## config.mk

```make
export PLATFORM = sky130hd
export DESIGN_NAME = xc_malu_divrem_seq
export DESIGN_NICKNAME = d
export VERILOG_FILES = /design/src/rtl/xc_malu_divrem_seq.sv
export SDC_FILE = /design/constraint.sdc
export NUM_CORES = 1
export LEC_CHECK = 0
export CAP_MARGIN = 20
export CORE_ASPECT_RATIO = 0.9
export CORE_MARGIN = 1
export CORE_UTILIZATION = 55
export CTS_BUF_LIST = sky130_fd_sc_hd__clkbuf_2 sky130_fd_sc_hd__clkbuf_4 sky130_fd_sc_hd__clkbuf_8
export DETAILED_ROUTE_END_ITERATION = 10
export MAX_ROUTING_LAYER = met4
export PLACE_DENSITY = 0.77
export RECOVER_POWER = 25
export SLEW_MARGIN = 20
export SYNTH_ARGS = -nofsm -noshare
export SYNTH_HDL_FRONTEND = slang
export SYNTH_SLANG_ARGS = --single-unit
export TNS_END_PERCENT = 50
```

## constraint.sdc

```tcl
create_clock -name g_clk -period 11.05 [get_ports g_clk]
set_input_delay 2.21 -clock g_clk [delete_from_list [all_inputs] [get_ports g_clk]]
set_output_delay 2.21 -clock g_clk [all_outputs]
set_load 0.02 [all_outputs]
```

## src/rtl/xc_malu_divrem_seq.sv

```systemverilog
// Sequential restoring divider for div/divu/rem/remu with RISC-V semantics.
// One quotient bit per cycle; optional single-cycle completion for x/0 and signed overflow.
module xc_malu_divrem_seq #(
    parameter bit EARLY_OUT = 1'b1
) (
    input  logic        g_clk,
    input  logic        g_resetn,
    input  logic        valid,
    input  logic        flush,
    input  logic        op_div,
    input  logic        op_divu,
    input  logic        op_rem,
    input  logic        op_remu,
    input  logic [31:0] rs1,
    input  logic [31:0] rs2,
    input  logic        ack,
    output logic        busy,
    output logic        ready,
    output logic [31:0] result
);

    localparam int unsigned XLEN = 32;
    localparam int unsigned CW   = 5;

    typedef enum logic [1:0] {
        S_IDLE = 2'd0,
        S_CALC = 2'd1,
        S_DONE = 2'd2
    } state_t;

    state_t            r_state;
    logic              r_busy;
    logic              r_ready;
    logic [XLEN-1:0]   r_result;
    logic [CW-1:0]     r_count;
    logic [XLEN-1:0]   r_quo;
    logic [XLEN-1:0]   r_rem;
    logic [XLEN-1:0]   r_div;
    logic              r_sign_q;
    logic              r_sign_r;
    logic              r_is_rem;

    logic              w_any_op;
    logic              w_signed;
    logic              w_is_rem;
    logic              w_neg1;
    logic              w_neg2;
    logic [XLEN-1:0]   w_abs1;
    logic [XLEN-1:0]   w_abs2;
    logic              w_div_zero;
    logic              w_ovf;
    logic              w_early;
    logic [XLEN-1:0]   w_early_res;
    logic              w_accept;
    logic [XLEN:0]     w_trial;
    logic [XLEN-1:0]   w_quo_nxt;
    logic [XLEN-1:0]   w_rem_nxt;
    logic [XLEN-1:0]   w_quo_fin;
    logic [XLEN-1:0]   w_rem_fin;
    logic [XLEN-1:0]   w_res_fin;

    // Operation decode with div > divu > rem > remu priority
    always_comb begin
        w_any_op   = op_div | op_divu | op_rem | op_remu;
        w_signed   = op_div | (!op_divu & op_rem);
        w_is_rem   = !op_div & !op_divu;
        w_neg1     = w_signed & rs1[XLEN-1];
        w_neg2     = w_signed & rs2[XLEN-1];
        w_abs1     = w_neg1 ? (XLEN'(0) - rs1) : rs1;
        w_abs2     = w_neg2 ? (XLEN'(0) - rs2) : rs2;
        w_div_zero = (rs2 == XLEN'(0));
        w_ovf      = w_signed & (rs1 == 32'h8000_0000) & (rs2 == 32'hFFFF_FFFF);
        w_early    = EARLY_OUT & (w_div_zero | w_ovf);
        if (w_is_rem) begin
            w_early_res = w_div_zero ? rs1 : XLEN'(0);
        end else begin
            w_early_res = w_div_zero ? 32'hFFFF_FFFF : 32'h8000_0000;
        end
        w_accept = valid & w_any_op &
                   ((r_state == S_IDLE) | ((r_state == S_DONE) & ack));
    end

    // One restoring step plus the sign fix-up applied on the final step
    always_comb begin
        w_trial = {r_rem, r_quo[XLEN-1]} - {1'b0, r_div};
        if (!w_trial[XLEN]) begin
            w_rem_nxt = w_trial[XLEN-1:0];
            w_quo_nxt = {r_quo[XLEN-2:0], 1'b1};
        end else begin
            w_rem_nxt = {r_rem[XLEN-2:0], r_quo[XLEN-1]};
            w_quo_nxt = {r_quo[XLEN-2:0], 1'b0};
        end
        w_quo_fin = r_sign_q ? (XLEN'(0) - w_quo_nxt) : w_quo_nxt;
        w_rem_fin = r_sign_r ? (XLEN'(0) - w_rem_nxt) : w_rem_nxt;
        w_res_fin = r_is_rem ? w_rem_fin : w_quo_fin;
    end

    // Control FSM and datapath registers
    always_ff @(posedge g_clk or negedge g_resetn) begin
        if (!g_resetn) begin
            r_state  <= S_IDLE;
            r_busy   <= 1'b0;
            r_ready  <= 1'b0;
            r_result <= '0;
            r_count  <= '0;
            r_quo    <= '0;
            r_rem    <= '0;
            r_div    <= '0;
            r_sign_q <= 1'b0;
            r_sign_r <= 1'b0;
            r_is_rem <= 1'b0;
        end else if (flush) begin
            r_state <= S_IDLE;
            r_busy  <= 1'b0;
            r_ready <= 1'b0;
        end else if (w_accept) begin
            r_quo    <= w_abs1;
            r_div    <= w_abs2;
            r_rem    <= '0;
            r_count  <= '0;
            // a zero divisor yields all-ones quotient regardless of operand signs
            r_sign_q <= w_signed & (rs1[XLEN-1] ^ rs2[XLEN-1]) & !w_div_zero;
            r_sign_r <= w_neg1;
            r_is_rem <= w_is_rem;
            r_busy   <= 1'b1;
            if (w_early) begin
                r_state  <= S_DONE;
                r_ready  <= 1'b1;
                r_result <= w_early_res;
            end else begin
                r_state <= S_CALC;
                r_ready <= 1'b0;
            end
        end else begin
            case (r_state)
                S_CALC: begin
                    r_quo   <= w_quo_nxt;
                    r_rem   <= w_rem_nxt;
                    r_count <= r_count + CW'(1);
                    if (r_count == CW'(XLEN - 1)) begin
                        r_state  <= S_DONE;
                        r_ready  <= 1'b1;
                        r_result <= w_res_fin;
                    end
                end
                S_DONE: begin
                    if (ack) begin
                        r_state <= S_IDLE;
                        r_busy  <= 1'b0;
                        r_ready <= 1'b0;
                    end
                end
                default: begin
                    r_state <= S_IDLE;
                end
            endcase
        end
    end

    assign busy   = r_busy;
    assign ready  = r_ready;
    assign result = r_result;

endmodule

```

==> flow_summary.yaml, run 1 <==
synth:
  syn-num-nets: 1654
  synth_common_cells: "o21ai_0 (221), nand2_1 (197), dfrtp_1 (140)"
  ys_seq_area_frac: 0.296
  yosysTopAreaCell: "dfrtp_1"
  synth.cell_area_sq_um: 11800
  yosysWarningCount: 0
  yosys.area_share.simple: 0.209
  synthAdderAreaFrac: 0.0460
  synth_top_area_share: 0.296
  netlist_instances: 1538
  synth-compound-area-share: 0.286
  synth_most_common_cell: "o21ai_0"
  synth_edf_count: 0
  async_reset_ff_frac: 1.00
  synth-main-ff-cell: "dfrtp_1"
  postSynthAreaPerCell_sq_um: 7.70
  synth_cell_type_count: 81
  muxShareOfSynthArea: 0.0254
  synth-xor-area-share: 0.0924
  ys_top_cells_by_area: "dfrtp_1 (30%), o21ai_0 (9.3%), nand2_1 (6.2%), xnor2_1 (5.0%), a21oi_1 (4.5%)"
  ys_ff_latch: 140
  synth_top_family_by_area: "compound AO/OA/AOI/OAI gates"
place:
  portBuffers: 106
  gp_congestion: 1.01
  dp_cells: 1857
  place_hpwl_mm: 30.5
critical_path:
  worstPathMaxFanout: 42
  crit_slowest_cell: "or4_1"
  timing.rr.start: "r_rem[8]"
  path_class: "register to register"
  slowest_delay_ps: 550
  crit_end: "result[30]"
  crit_path_start_kind: "register"
  r2r_cells: 20
  reg2reg_setup_slack_ps: 4800
  cp_cell_sequence: "ha_1 > a21oi_1 > o21ai_0 > nor2_1 > a2111oi_2 > mux2_4 > nor2_4 > inv_2 > buf_4 > a21oi_1 > ha_1 > inv_1 > or4_1 > nor2_1 > o21ai_0 > o31a_1 > or2_4 > o41ai_2 > xnor2_1 > o21ai_1"
  worst-path-stages: 20
  cp_data_required_time_ps: 11400
  cp.buffers_inverters: 3
  path_delay_family: "compound AO/OA/AOI/OAI gates"
  arrival_ps: 6600
  r2r-end: "result[30]"
  crit_start: "r_rem[8]"
  crit_path_end_kind: "register"
timing:
  setup-tns-final_ps: 0
  min_period_ps: 6250
  clock_skew_ps: 21.2
  rsz0062_at_grt: "no"
  setup_violations: 0
  period_share: 0.566
  drv_slew: 80
  final_hold_viol_count: 0
  slew_headroom: -2.00
  max_clock_freq_mhz: 160
  tightest_slew_ps: 4500
die:
  core-area_sq_um: 21000
  dieArea_sq_um: 22100
  boundaryPins: 107
  die_h_microns: 141
  num_rows: 50
  dieWidth_microns: 157
  initial_utilization: 0.565
power_and_ir_drop:
  seqPwrFrac: 0.348
  p_sw_mw: 1.06
  leakagePower_nw: 5.38
  p_comb_frac: 0.472
  peakVddDrop_mv: 0.0920
  p_int_mw: 1.23
  pwr-share-clk: 0.180
  powerDensity_nw_per_um2: 171
  p_sw_frac: 0.464
min_path:
  hold_path.class: "register to register"
clocking:
  post_cts_buffers: 0
  root_buffer: "clkbuf_8"
  clock-sinks: 140
  ctsHoldBuffers: 0
  clk_path_buf_depth: 2
  tritoncts: "done"
  cts.clk_slew.worst_paths_ps: 90
  cts_resized: 0
  insertion_delay_ps: 480
  cts_made_buffers: 17
  cts_max_level: 4
cells_and_area:
  instances_no_fill: 1890
  drive_gt1_frac: 0.0499
  finalNetCount: 1706
  area_growth_pct: 12.9
  fill_cells: 1893
drt:
  top_layer: "met4"
  drt-met1-wl_mm: 17.8
  first_pass_iters: 6
  routed_wl_mm: 40.4
  vias_per_cell: 6.55
  ant_nets: 0
  met3_length_mm: 5.02
  wl_met2_mm: 16.7
  drt-wirelength-per-cell_microns: 21.4
  vias: 12400
  drc: 0
  drtIter0Drc: 1435
grt:
  antenna_found_initial: 2
  grt_pass1_vias: 11400
  grtUsageTotal: 0.385
  grt_pass1_wl_mm: 63.7
  overflow: 0
  grt_max_degree: 80
outcome:
  status: "finished with violations"
  violations: "max-capacitance violations, max-slew violations"
flow_run:
  max_cap_violations: 1
how the worst min path moves through the flow:
stage,startpoint,end,slack [ps],cells after the start
floorplan,r_div[10],r_div[10],450,2
global placement,r_div[29],r_div[29],460,2
detailed placement,r_div[6],r_div[6],470,2
CTS,r_div[4],r_div[4],490,2
global route,r_div[6],r_div[6],500,2
finish,r_div[4],r_div[4],480,2
routing by layer:
metal / track usage / vias to the layer above
met4: 0.107 / 0
met5: - / -
met2: 0.524 / 731
met1: 0.546 / 5830
met3: 0.114 / 70
li1: - / 5750
cell usage in the layout, fill, tap and decap left out, types with 27 or more instances in the layout:
cell / instances
inv_1: 55
ha_1: 42
o31ai_1: 27
dfrtp_1: 140
nor2_1: 111
or3_1: 27
nor3_1: 34
o21ai_0: 221
nand2_1: 197
xor2_1: 57
a21oi_1: 106
clkdlybuf4s50_1: 105
xnor2_1: 68
sequential cells by signal, indices dropped and copies added, names as in the netlist, 2 cells and up:
register,flops
r_count,5
r_quo,32
r_state,2
r_div,32
r_rem,32
result,32
cell type report:
| class | instances | area [sq um] | share of cell area |
|---|---|---|---|
| clock buffers | 17 | 234 | 0.0175 |
| inverters | 56 | 210 | 0.0157 |
| diodes | 1 | 2.50 | 0.000187 |
| clock inverters | 15 | 129 | 0.00963 |
| flip-flops and latches | 140 | 3500 | 0.262 |
| well taps | 286 | 358 | 0.0267 |
| repair buffers | 116 | 1130 | 0.0844 |
| multi-input cells | 1259 | 7820 | 0.584 |
tightest hold or removal path, stage by stage (launching register included):
cell and delay, ps:
dfrtp_1 350, nand2_1 50, o21ai_0 60
cell families after synthesis:
kind of cell    count (synthesis)
compound gates                544
xor+xnor                      125
fa+ha+maj                      43
buf+inv                       139
flops                         140
mux                            29
simple gates                  518
power groups by stage:
stage	Sequential, mW	Combinational [mW]	Clock, mW
floorplan	0.803	0.634	0
global placement	0.795	1.03	0
detailed placement	0.798	1.05	0
CTS	0.788	1.05	0.410
global route	0.808	1.17	0.432
finish	0.797	1.08	0.412
per-stage QoR:
stage	hold WS [ps]	instance area [sq um]	utilization	power, mW	setup WS, ps
floorplan	450	11800	-	1.44	5810
global placement	463	13000	0.621	1.82	4830
detailed placement	470	13000	0.621	1.84	4750
CTS	490	13400	0.639	2.25	4960
global route	503	13400	0.639	2.41	4300
finish	481	13400	0.639	2.29	4800
No activity file was read; power rests on OpenSTA's default activity.
==> run 2, diff against run 1 <==
- PLACE_DENSITY: 0.77 -> 0.8
- clock period: 11.05 -> 5.7 ns (I/O delays scaled with it)
==> flow_summary.yaml, run 2 (same netlist as run 1, synthesis figures left out) <==
timing:
  final_hold_viol_count: 0
  max_clock_freq_mhz: 185
  clock_skew_ps: 23.8
  drv_slew: 94
  slew_headroom: -0.679
  tightest_slew_ps: 2520
  layout_setup_ws_ps: 282
  min_period_ps: 5420
  period_share: 0.951
  setup_violations: 0
grt:
  grt_pass1_wl_mm: 64.8
  overflow: 0
  grt_max_degree: 94
  grt_pass1_vias: 11400
  grtUsageTotal: 0.394
  antenna_found_initial: 2
critical_path:
  slowest_delay_ps: 480
  cp_data_required_time_ps: 6090
  r2r_cells: 20
  arrival_ps: 5810
  cp_cell_sequence: "inv_1 > ha_1 > fa_1 > nor2b_4 > o31a_4 > o31ai_4 > a2111oi_2 > mux2_4 > nor2_4 > inv_2 > buf_4 > ha_1 > nand4_1 > or4_1 > o21ai_0 > xnor2_1 > nor3_1 > a31oi_1 > o21ai_0 > a21oi_1"
  worstPathMaxFanout: 40
  path_class: "register to register"
  crit_path_start_kind: "register"
  crit_path_end_kind: "register"
  crit_slowest_cell: "or4_1"
clocking:
  clk_path_buf_depth: 2
  tritoncts: "done"
  root_buffer: "clkbuf_8"
  insertion_delay_ps: 480
  cts_made_buffers: 17
  clock-sinks: 140
  ctsHoldBuffers: 0
  cts.clk_slew.worst_paths_ps: 100
  cts_resized: 0
  cts_max_level: 4
  post_cts_buffers: 0
power_and_ir_drop:
  finalPower_mw: 4.60
  leakagePower_nw: 5.46
  powerDensity_nw_per_um2: 340
  peakVddDrop_mv: 0.191
drt:
  drt-wirelength-per-cell_microns: 21.7
  first_pass_iters: 8
  vias_per_cell: 6.59
  vias: 12500
  drc: 0
  routed_wl_mm: 41.1
  drtIter0Drc: 1553
  ant_nets: 0
place:
  gp_congestion: 1.05
  portBuffers: 106
  dp_slack_ps: 268
  place_hpwl_mm: 31.2
cells_and_area:
  area_growth_pct: 14.3
  finalNetCount: 1715
  final_cell_mix: "o21ai_0 (221), nand2_1 (197), dfrtp_1 (140)"
  final_common_cell: "o21ai_0"
  drive_gt1_frac: 0.0552
flow_run:
  max_cap_violations: 1
die:
  die_h_microns: 141
  initial_utilization: 0.565
  num_rows: 50
  boundaryPins: 107
  core-area_sq_um: 21000
  dieArea_sq_um: 22100
  dieWidth_microns: 157
outcome:
  status: "finished with violations"
  violations: "max-capacitance violations, max-slew violations"
min_path:
  hold_path.class: "register to register"
  hold_path_depth: 2
run 2: layout make-up:
type / count / area, sq um
tap: 286 / 358
timing repair buffer: 125 / 1200
multi-input combinational: 1259 / 7810
inverter: 56 / 210
clock inverter: 13 / 201
antenna: 1 / 2.50
fill: 1881 / 7420
sequential: 140 / 3500
clock buffer: 19 / 255
run 2: per-layer routing:
metal | GRT usage | up-vias | wire [microns]
met5 | - | - | 0
met2 | 0.540 | 734 | 17300
met1 | 0.557 | 5946 | 18100
met3 | 0.115 | 78 | 4890
met4 | 0.112 | 0 | 892
li1 | - | 5751 | -
run 2: power by group:
part | switching (mW) | internal, mW | total, mW | leakage (nW)
clock | 0.461 | 0.505 | 0.965 | 0.225
combinational | 1.26 | 0.824 | 2.08 | 3.43
sequential | 0.308 | 1.24 | 1.55 | 1.81
run 2: through the flow:
step           TNS, ps   util  instances  hold slack (ps)  cell area, sq um
2_1_floorplan        0      -       1538              450             11800
3_5_place_dp         0  0.624       1866              466             13100
5_1_grt          -10.9  0.646       1899              504             13500
6_report             0  0.646       1899              481             13500
3_3_place_gp         0  0.624       1866              461             13100
4_1_cts              0  0.646       1898              488             13500
run 2: critical path: cells and delay by family, from the launching register on:
kind / cells / cell delay [ps]
AOI/OAI and AO/OA: 7 / 1710
xor gates and xnor gates: 1 / 140
adders and majority gates: 3 / 1130
buffers and inverters: 3 / 550
DFF: 1 / 380
muxes: 1 / 350
and+or+nand+nor: 5 / 1030
run 2: worst paths after layout:
path	start	endpoint	slack, ps
worst min-delay path	r_div[5]	r_div[5]	480
max in group asynchronous	g_resetn	r_rem[20]	2490
worst min register to register	r_div[5]	r_div[5]	480
min in group asynchronous	g_resetn	r_rem[31]	1380
worst max register to register	r_quo[31]	result[22]	280
worst max-delay path	r_quo[31]	result[22]	280
